$ cat src/rtl/ram_host_ctrl.sv
// ram_host_ctrl: host-side sequencer for a single-port synchronous RAM.
//
// Accepts one write or read request at a time on a valid/ready handshake and
// drives the RAM pins from registers. Read data comes back on a valid/ready
// response channel and is held until the host takes it. Writes return no
// response.
//
// Optional feature: define WRITE_VERIFY_EN to read back every write and
// compare it with the data written. A mismatch sets the sticky verify_err flag.
// Without the macro, verify_err is tied to 0.
//
// Ports
//   clk, rst_n         clock, asynchronous active-low reset
//   req_valid/ready    request handshake (ready only in IDLE)
//   req_write          1 = write, 0 = read
//   req_addr/wdata     request address and write data
//   rsp_valid/ready    read response handshake
//   rsp_data           read data, stable while rsp_valid is high
//   ram_data_in        write data to the RAM (registered)
//   ram_address        address to the RAM (registered)
//   ram_write_enable   write strobe to the RAM (registered)
//   ram_data_out       read data from the RAM
//   verify_err         sticky write-verify mismatch flag
module ram_host_ctrl #(
  parameter int unsigned DATA_W = 8,
  parameter int unsigned ADDR_W = 6
) (
  input  logic              clk,
  input  logic              rst_n,
  input  logic              req_valid,
  output logic              req_ready,
  input  logic              req_write,
  input  logic [ADDR_W-1:0] req_addr,
  input  logic [DATA_W-1:0] req_wdata,
  output logic              rsp_valid,
  input  logic              rsp_ready,
  output logic [DATA_W-1:0] rsp_data,
  output logic [DATA_W-1:0] ram_data_in,
  output logic [ADDR_W-1:0] ram_address,
  output logic              ram_write_enable,
  input  logic [DATA_W-1:0] ram_data_out,
  output logic              verify_err
);

`ifdef WRITE_VERIFY_EN
  typedef enum logic [2:0] {
    StIdle, StWr, StRdAddr, StRdWait, StRsp, StVfAddr, StVfWait
  } state_e;
`else
  typedef enum logic [2:0] {
    StIdle, StWr, StRdAddr, StRdWait, StRsp
  } state_e;
`endif

  state_e state_q, state_d;

  logic              req_ready_q, req_ready_d;
  logic              rsp_valid_q, rsp_valid_d;
  logic [DATA_W-1:0] rsp_data_q, rsp_data_d;
  logic [DATA_W-1:0] ram_data_in_q, ram_data_in_d;
  logic [ADDR_W-1:0] ram_address_q, ram_address_d;
  logic              ram_we_q, ram_we_d;
`ifdef WRITE_VERIFY_EN
  logic              verify_err_q, verify_err_d;
`endif

  // Request fields are captured straight into the RAM pin registers, so the
  // pins already carry the request during the first state after the accept.
  // ram_data_in_q doubles as the reference for write verification.
  always_comb begin
    state_d       = state_q;
    rsp_valid_d   = rsp_valid_q;
    rsp_data_d    = rsp_data_q;
    ram_data_in_d = ram_data_in_q;
    ram_address_d = ram_address_q;
    ram_we_d      = 1'b0;
`ifdef WRITE_VERIFY_EN
    verify_err_d  = verify_err_q;
`endif

    unique case (state_q)
      StIdle: begin
        if (req_valid && req_ready_q) begin
          ram_address_d = req_addr;
          if (req_write) begin
            ram_data_in_d = req_wdata;
            ram_we_d      = 1'b1;
            state_d       = StWr;
          end else begin
            state_d       = StRdAddr;
          end
        end
      end
      StWr: begin
`ifdef WRITE_VERIFY_EN
        state_d = StVfAddr;
`else
        state_d = StIdle;
`endif
      end
      StRdAddr: state_d = StRdWait;
      StRdWait: begin
        rsp_data_d  = ram_data_out;
        rsp_valid_d = 1'b1;
        state_d     = StRsp;
      end
      StRsp: begin
        if (rsp_ready) begin
          rsp_valid_d = 1'b0;
          state_d     = StIdle;
        end
      end
`ifdef WRITE_VERIFY_EN
      StVfAddr: state_d = StVfWait;
      StVfWait: begin
        if (ram_data_out != ram_data_in_q) begin
          verify_err_d = 1'b1;
        end
        state_d = StIdle;
      end
`endif
      default: state_d = StIdle;
    endcase

    // Registered ready: low through reset, rises on the first edge after release.
    req_ready_d = (state_d == StIdle);
  end

  always_ff @(posedge clk or negedge rst_n) begin
    if (!rst_n) begin
      state_q       <= StIdle;
      req_ready_q   <= 1'b0;
      rsp_valid_q   <= 1'b0;
      rsp_data_q    <= '0;
      ram_data_in_q <= '0;
      ram_address_q <= '0;
      ram_we_q      <= 1'b0;
`ifdef WRITE_VERIFY_EN
      verify_err_q  <= 1'b0;
`endif
    end else begin
      state_q       <= state_d;
      req_ready_q   <= req_ready_d;
      rsp_valid_q   <= rsp_valid_d;
      rsp_data_q    <= rsp_data_d;
      ram_data_in_q <= ram_data_in_d;
      ram_address_q <= ram_address_d;
      ram_we_q      <= ram_we_d;
`ifdef WRITE_VERIFY_EN
      verify_err_q  <= verify_err_d;
`endif
    end
  end

  assign req_ready        = req_ready_q;
  assign rsp_valid        = rsp_valid_q;
  assign rsp_data         = rsp_data_q;
  assign ram_data_in      = ram_data_in_q;
  assign ram_address      = ram_address_q;
  assign ram_write_enable = ram_we_q;
`ifdef WRITE_VERIFY_EN
  assign verify_err       = verify_err_q;
`else
  assign verify_err       = 1'b0;
`endif

endmodule

$ cat config.mk
export PLATFORM = sky130hd
export DESIGN_NAME = ram_host_ctrl
export DESIGN_NICKNAME = d
export VERILOG_FILES = /design/src/rtl/ram_host_ctrl.sv
export SDC_FILE = /design/constraint.sdc
export NUM_CORES = 1
export LEC_CHECK = 0
export CORE_MARGIN = 2
export CORE_UTILIZATION = 42
export DETAILED_ROUTE_END_ITERATION = 12
export GPL_TIMING_DRIVEN = 0
export PLACE_DENSITY = 0.86
export SYNTH_ARGS = -nofsm -noshare
export SYNTH_HDL_FRONTEND = slang
export SYNTH_SLANG_ARGS = --single-unit
$ cat constraint.sdc
create_clock -name clk -period 3.4 [get_ports clk]
set_input_delay 0.68 -clock clk [delete_from_list [all_inputs] [get_ports clk]]
set_output_delay 0.68 -clock clk [all_outputs]
set_load 0.05 [all_outputs]
==> results of run 1 <==
-- stage by stage --
stage,worst slack [ps],instance area [µm²],utilization [%]
2_1_floorplan,1690,1090,-
3_3_place_gp,1140,1640,66.3
3_5_place_dp,1100,1640,66.3
4_1_cts,1150,1680,67.8
5_1_grt,1120,1670,67.6
6_report,1170,1670,67.6
-- worst paths after layout --
path / to / cells past startpoint / startpoint / slack [ps]
setup / recovery: req_ready / 1 / req_ready / 1170
hold / removal: state_q[1] / 1 / rst_n / 370
setup reg to reg: ram_data_in[1] / 4 / state_q[1] / 1600
hold reg to reg: ram_address[1] / 1 / ram_address[1] / 520
max in group asynchronous: ram_data_in[4] / 1 / rst_n / 2600
min in group clk: ram_address[1] / 1 / ram_address[1] / 520
-- cell type report --
type | count | area, µm² | share of cell area, %
Multi-Input combinational cell | 39 | 360 | 21.5
Clock buffer | 4 | 36.3 | 2.17
Inverter | 3 | 11.3 | 0.673
Buffer | 3 | 22.5 | 1.35
Timing Repair Buffer | 51 | 505 | 30.2
Tap cell | 30 | 37.5 | 2.24
Sequential cell | 28 | 701 | 41.9
-- flip-flops by register name (all words and copies together) (netlist names) --
signal / count
ram_write_enable: 1
req_ready: 1
rsp_data: 8
ram_data_in: 8
rsp_valid: 1
state_q: 3
ram_address: 6
-- layout by cell type, fill, tap and decap left out, drive strengths merged, types with 2 or more instances in the layout --
cell type	instances
a21oi	2
dfrtp	28
mux2	22
nor3	3
clkbuf	6
a31oi	2
clkdlybuf4s50	50
buf	2
inv	3
nand2	2
-- cells by family (layout without fill, tap and decap cells) --
family,count (synthesis),after routing,share of synthesized area (%)
flops,28,28,64.0
buf+inv,6,61,3.09
other cells,1,1,0.343
compound gates,7,7,4.11
simple gates,9,9,5.83
mux,22,22,22.6
-- routing by layer --
| layer | part of all wire, % | vias up |
|---|---|---|
| met4 | 0.83 | 0 |
| met2 | 52 | 29 |
| met5 | 0 | - |
| met1 | 41 | 379 |
| li1 | - | 365 |
| met3 | 6.8 | 2 |
-- power by group through the flow --
stage                     Clock (µW)  Combinational (µW)  Sequential, µW
after floorplan                    0                 254            1100
after global placement             0                1150             575
after detailed placement           0                1170             587
final                            159                1160             574
after global routing             181                1210             599
after CTS                        168                1170             578
==> metrics.txt, run 1 <==
status complete, no violations; most frequent cells after synthesis dfrtp_1 (28), mux2_2 (22), inv_1 (3); syn avg cell area 15.0 µm²; Worst Path Required 2720 ps; combinational share of power 61.2%; first-pass GRT wire length between 3000 and 4000 µm; Initial Utilization between 40% and 50%; Finished Layout Cells 158; DR DRC count 0; DR iter-0 viols 10; Core Rows 18; # hold bufs at CTS 0; Top Usage Layer GRT met2; RSZ-0062 raised after global routing false; 1st-pass router iterations 4; Max clock buf depth 2; Placed Cells incl. Taps around 150; dpl hpwl 1750 µm; max incr delay on CP 810 ps; I/O Pins 53; Routed Antenna Nets 0; Seq/Total Area, Yosys 64.0%; YS warnings 0; Final TNS setup 0 ps; Flop pwr share 30.4%; Port-buffer cells between 50 and 60; max cap viols 0; nets@finish 156; worst rel slew slack about 54%; Final Slew Violations 0; CTS root buf clkbuf_4; Final Setup Violations 0; min cycle time layout 2230 ps; Die H 55.1 µm; Total Routing Usage GR 15.8%; WHS 367 ps; Sw Pwr 893 µW; CTS clock-pin slew for the worst setup and hold paths 140 ps; layout cells sized above 1 25.0%; met1 Use GR 21.4%; count leader, synth dfrtp_1; total number of vias 775; # fillers 201; vias in the first global route about 740; final cycle utilization of the critical path between 60% and 70%; power per cell area approximately 1100 nW/µm²; global route overflow 0; Die W 55.1 µm; CP top delay family buffers and inverters; Worst-Margin Slew approximately 680 ps; Synth area leader dfrtp_1; kind of critical path reg -> out; M3 GR Usage 3.76%; final hold viol count 0; startpoint types flip-flop; Cells after Synth 73; Cell Int Power approximately 1000 µW; syn_nets 100; core box area 2480 µm²; Unique masters post-synth 19; pin count of the biggest net entering global routing 29; DR vias/cell 4.91; cells resized by post-CTS repair 0; Fin Clk Skew 4.18 ps; CP Cell Sequence clkdlybuf4s50_1; CP bufs+invs 1; CTS tree done; routability-driven placement congestion ratio 0.655; Pwr Total 1890 µW; Fmax 0.449 GHz; VDD IR max approximately 0.60 mV; die area 3030 µm²; Slowest cell on crit path clkdlybuf4s50_1; synthesized flop and latch total 28; CTS buffer count 3; Lkg Pwr ~0.00071 µW; Top FF cell, synth dfrtp_1; antenna violations before repair 0; crit path max fanout 4; number of flops mapped to enable cells by yosys 0; Post-CTS Setup Inserts 0; GRT met2 Usage between 20% and 30%; CP endpoint kind primary output; synthesized cell area ~1100 µm²; Net Sw Frac between 40% and 50%; Total Wirelength 2290 µm; clock latency on the worst-skew pair 320 ps; clock power share 8.4%; Synth area leaders dfrtp_1 (64%), mux2_2 (23%), nor3_4 (1.5%); WL/cell 14.5 µm; Hold Crit Class in -> async; Async S/R FF share, synth 100%; Layout Area Growth over Synthesis 52.9%; H-tree levels 1; WP data arrival between 1500 and 2000 ps; CTS Sinks 28; Ant. Diodes 0; Yosys top cell area share 64.0%
Power figures use the tool's default switching activity.
==> run 2, diff against run 1 <==
Settings changed: CORE_UTILIZATION 42 to 35, PLACE_DENSITY 0.86 to 0.76.
Clock period 3.4 ns to 2 ns, I/O delays scaled along.
==> run 2 against run 1 <==
- non-clock buffer count is the same
- routed wire length shrank 2.8%
- clock-buffer cell count shrank 1
- utilization shrank 11 points
- via count shrank 1.2%
- clock power grew 130%
- largest cell class unchanged
- largest power group unchanged
==> metrics.txt, run 2 (synthesis gave the netlist of run 1 again) <==
FF-to-FF Start state_q[1]; 1st-pass router iterations 4; RSZ-0062 raised after global routing false; layout cells sized above 1 25.0%; Ant. Diodes 0; WL/cell 13.8 µm; pre-CTS setup slack -15.2 ps; status complete, no violations; global route overflow 0; routability-driven placement congestion ratio 0.639; Worst-Margin Slew 609 ps; CTS Sinks 28; CTS root buf clkbuf_4; die area ~3600 µm²; Initial Utilization 36.5%; I/O Pins 53; Final Slew Violations 0; Core Rows 20; max incr delay on CP 810 ps; vias in the first global route 772; final worst slack 77.7 ps; clock latency on the worst-skew pair approximately 320 ps; Final Setup Violations 0; Core Util, Final 56.7%; Fmax between 0.5 and 0.6 GHz; Slowest cell on crit path clkdlybuf4s50_1; antenna violations before repair 0; pin count of the biggest net entering global routing 29; CTS buffer count 3; power per cell area 1940 nW/µm²; CTS tree done; reg2reg path depth 4; WP data arrival 1520 ps; most frequent cells in the layout clkdlybuf4s50_1 (47), dfrtp_1 (28), mux2_2 (22); core box area 3000 µm²; startpoint types flip-flop; Lkg Pwr roughly 0.00074 µW; VDD IR max a little under 0.7 mV; final hold viol count 0; Port-buffer cells 51; crit path max fanout 2; H-tree levels 1; flop2flop setup slack approximately 200 ps; CP endpoint kind primary output; total number of vias approximately 770; CP Cell Sequence clkdlybuf4s50_1; Post-CTS Setup Inserts 0; CP bufs+invs 1; DR vias/cell 4.76; Layout Area Growth over Synthesis 55.4%; leading cell type in the layout, fill and taps excluded clkdlybuf4s50_1; Die W 59.9 µm; worst rel slew slack 59.4%; max cap viols 0; Worst Path Required 1600 ps; final cycle utilization of the critical path 96.1%; CP top delay family buffers and inverters; DR iter-0 viols 8; Max clock buf depth 2; first-pass GRT wire length approximately 3400 µm; DR DRC count 0; nets@finish between 150 and 200; Fin Clk Skew 2.11 ps; Total Wirelength 2230 µm; Total Routing Usage GR 12.8%; FF-to-FF End ram_data_in[3]; CTS clock-pin slew for the worst setup and hold paths 150 ps; min cycle time layout approximately 1900 ps; Hold Crit Class in -> async; kind of critical path reg -> out; dpl hpwl 1670 µm; Die H approximately 60 µm; Routed Antenna Nets 0
-- run 2: worst reg2reg max path, stage by stage (launching register included) --
cell and delay (ps):
dfrtp_1 390, clkbuf_1 170, or3_4 380, nor3_4 370, mux2_2 400
-- run 2: worst max path at each step --
stage | from | end | slack, ps | cells past startpoint
detailed placement | req_valid | ram_data_in[3] | -20 | 4
global placement | req_valid | ram_data_in[2] | 40 | 4
global route | ram_data_in[4] | ram_data_in[4] | 1 | 1
floorplan | req_ready | ram_data_in[0] | 290 | 3
finish | ram_data_in[3] | ram_data_in[3] | 80 | 1
CTS | req_ready | req_ready | 1 | 1
-- run 2: routing by layer --
| layer | GRT usage, % | up-vias | part of all wire [%] |
|---|---|---|---|
| met5 | 0 | - | 0 |
| met1 | 15.3 | 381 | 39 |
| met2 | 22.4 | 22 | 57 |
| met3 | 1.73 | 0 | 4.6 |
| met4 | 6.67 | 0 | 0 |
| li1 | - | 363 | - |
-- run 2: power by group --
| group | internal (µW) | total (µW) | switching [µW] |
|---|---|---|---|
| logic | 742 | 1960 | 1220 |
| clock network | 203 | 367 | 164 |
| registers | 838 | 980 | 141 |
| total | 1780 | 3300 | 1520 |
-- run 2: cell type report --
class | instances | area, µm²
Sequential cell | 28 | 701
Clock inverter | 1 | 30.0
Fill cell | 267 | 1300
Inverter | 3 | 11.3
Buffer | 3 | 22.5
Timing Repair Buffer | 51 | 513
Clock buffer | 3 | 22.5
Tap cell | 33 | 41.3
Multi-Input combinational cell | 39 | 360
-- run 2: what timing repair did --
action,in CTS,in global routing
hold buffers,0,0
setup endpoints to repair,0,3
gates resized for setup,0,3
-- run 2: per-stage QoR --
step | std cells | hold WS, ps | TNS [ps] | power (µW) | cell area, µm²
final | 161 | 62.0 | 0 | 3300 | 1700
after global routing | 161 | 80.7 | 0 | 3470 | 1700
after CTS | 161 | 530 | 0 | 3350 | 1700
after detailed placement | 157 | 495 | -36.2 | 2970 | 1650
after global placement | 157 | 487 | 0 | 2920 | 1650
after floorplan | 73 | 104 | 0 | 2310 | 1090
==> run 3, diff against run 2 <==
Settings changed: CTS_BUF_LIST set to sky130_fd_sc_hd__clkbuf_16, CTS_CLUSTER_SIZE set to 16.
==> run 3 against run 2 <==
- combinational power is essentially flat
- hold slack gained 86 ps
- sequential share of layout area shrank 1.1 points
- flip-flop and latch count is the same
- routed wire length shrank 0.99%
- total power grew 6.5%
- clock power grew 57%
- fmax grew 2.3%
- critical path type unchanged
- largest cell class unchanged
- highest routed layer unchanged
==> metrics.txt, run 3 (synthesis gave the netlist of run 1 again) <==
die area 3590 µm²; Total Routing Usage GR between 10% and 20%; CP bufs+invs 1; Die W 59.9 µm; Fin Clk Skew 1.31 ps; # fillers 260; Port-buffer cells 51; dpl hpwl 1670 µm; H-tree levels 1; final cycle utilization of the critical path a little over nine tenths; Die H 59.9 µm; CTS root buf clkbuf_16; crit path max fanout 4; Hold Crit Class in -> async; pre-CTS setup slack -15.2 ps; Layout Area Growth over Synthesis 59.5%; power per cell area 2020 nW/µm²; CP top delay family buffers and inverters; Max clock buf depth 2; RSZ-0062 raised after global routing false; global route overflow 0; cells resized by post-CTS repair 0; Worst Path Required approximately 1600 ps; WL/cell 13.7 µm; WHS between 100 and 150 ps; max incr delay on CP 830 ps; CTS Sinks 28; CP endpoint kind primary output; Fmax 0.532 GHz; WP data arrival 1480 ps; # hold bufs at CTS 0; max cap viols 0; 1st-pass router iterations 4; clock latency on the worst-skew pair 250 ps; Finished Layout Cells 161; final hold viol count 0; final worst slack about 120 ps; status complete, no violations; min cycle time layout 1880 ps; Placed Cells incl. Taps 157; routability-driven placement congestion ratio 0.639; CTS buffer count 3; DR iter-0 viols 21; nets@finish 156; core box area 3000 µm²; Lkg Pwr 0.000738 µW; CTS clock-pin slew for the worst setup and hold paths 70 ps; Placed Area 1650 µm²; Ant. Diodes 0; Finished Cell Area 1750 µm²; Total Wirelength 2200 µm; CP Cell Sequence clkdlybuf4s50_1; kind of critical path reg -> out; I/O Pins 53; leading cell type in the layout, fill and taps excluded clkdlybuf4s50_1; layout cells sized above 1 25.0%; antenna violations before repair 0; Worst-Margin Slew between 600 and 700 ps; CTS tree done; Initial Utilization 36.5%; Post-CTS Setup Inserts 0; Final Slew Violations 0; startpoint types flip-flop; Final Setup Violations 0; vias in the first global route ~800; DR vias/cell 4.76; total number of vias 766; first-pass GRT wire length 3410 µm; DR DRC count 0; most frequent cells in the layout clkdlybuf4s50_1 (50), dfrtp_1 (28), mux2_2 (22); pin count of the biggest net entering global routing 29; worst rel slew slack about 60%; Core Rows 20; VDD IR max 0.845 mV; Routed Antenna Nets 0; Slowest cell on crit path clkdlybuf4s50_1
## run 3: cell count changes in the layout (fill, tap and decap cells not counted)
cell / delta
clkbuf_4: -3
dlymetal6s2s_1: -3
clkbuf_16: +3
clkdlybuf4s50_1: +3
## run 3: final cells by class
class,count,area (µm²),area share (%)
sequential,28,701,40.1
timing repair buffer,51,505,28.9
multi-input combinational,39,360,20.6
clock buffer,3,75.1,4.30
tap,33,41.3,2.36
clock inverter,1,30.0,1.72
buffer,3,22.5,1.29
inverter,3,11.3,0.645
## run 3: report_power, final
group	total [µW]	internal, µW	switching [µW]
sequential	985	843	142
clock	577	398	179
combinational	1960	745	1210
## run 3: routing by layer
metal  track usage (%)  routed length (µm)  vias to the layer above
met5                 0                   0                        -
met4              5.71                   0                        0
met3              2.38                 108                        0
met2              22.2                1270                       22
met1              15.1                 829                      381
li1                  -                   -                      363
## run 3: metrics by stage
stage	TNS, ps	total power (µW)	utilization, %
2_1_floorplan	0	2310	-
3_3_place_gp	0	2920	54.8
3_5_place_dp	-36.2	2970	54.8
4_1_cts	0	3560	58.3
5_1_grt	0	3690	58.2
6_report	0	3520	58.2
## run 3: worst reg2reg max path: stages, from the launching register on
cell      delay, ps
dfrtp_1         360
clkbuf_1        170
or3_4           380
nor3_4          370
mux2_2          400
## run 3: path summary, 6_finish.rpt
check | slack (ps) | depth (start not counted) | from | end
worst max register to register | 210 | 4 | state_q[1] | ram_data_in[3]
min in group clk | 510 | 1 | ram_address[3] | ram_address[3]
worst min-delay path | 150 | 1 | rst_n | rsp_data[4]
worst min register to register | 510 | 1 | ram_address[3] | ram_address[3]
worst max-delay path | 120 | 1 | req_ready | req_ready
max in group asynchronous | 1460 | 1 | rst_n | ram_data_in[6]
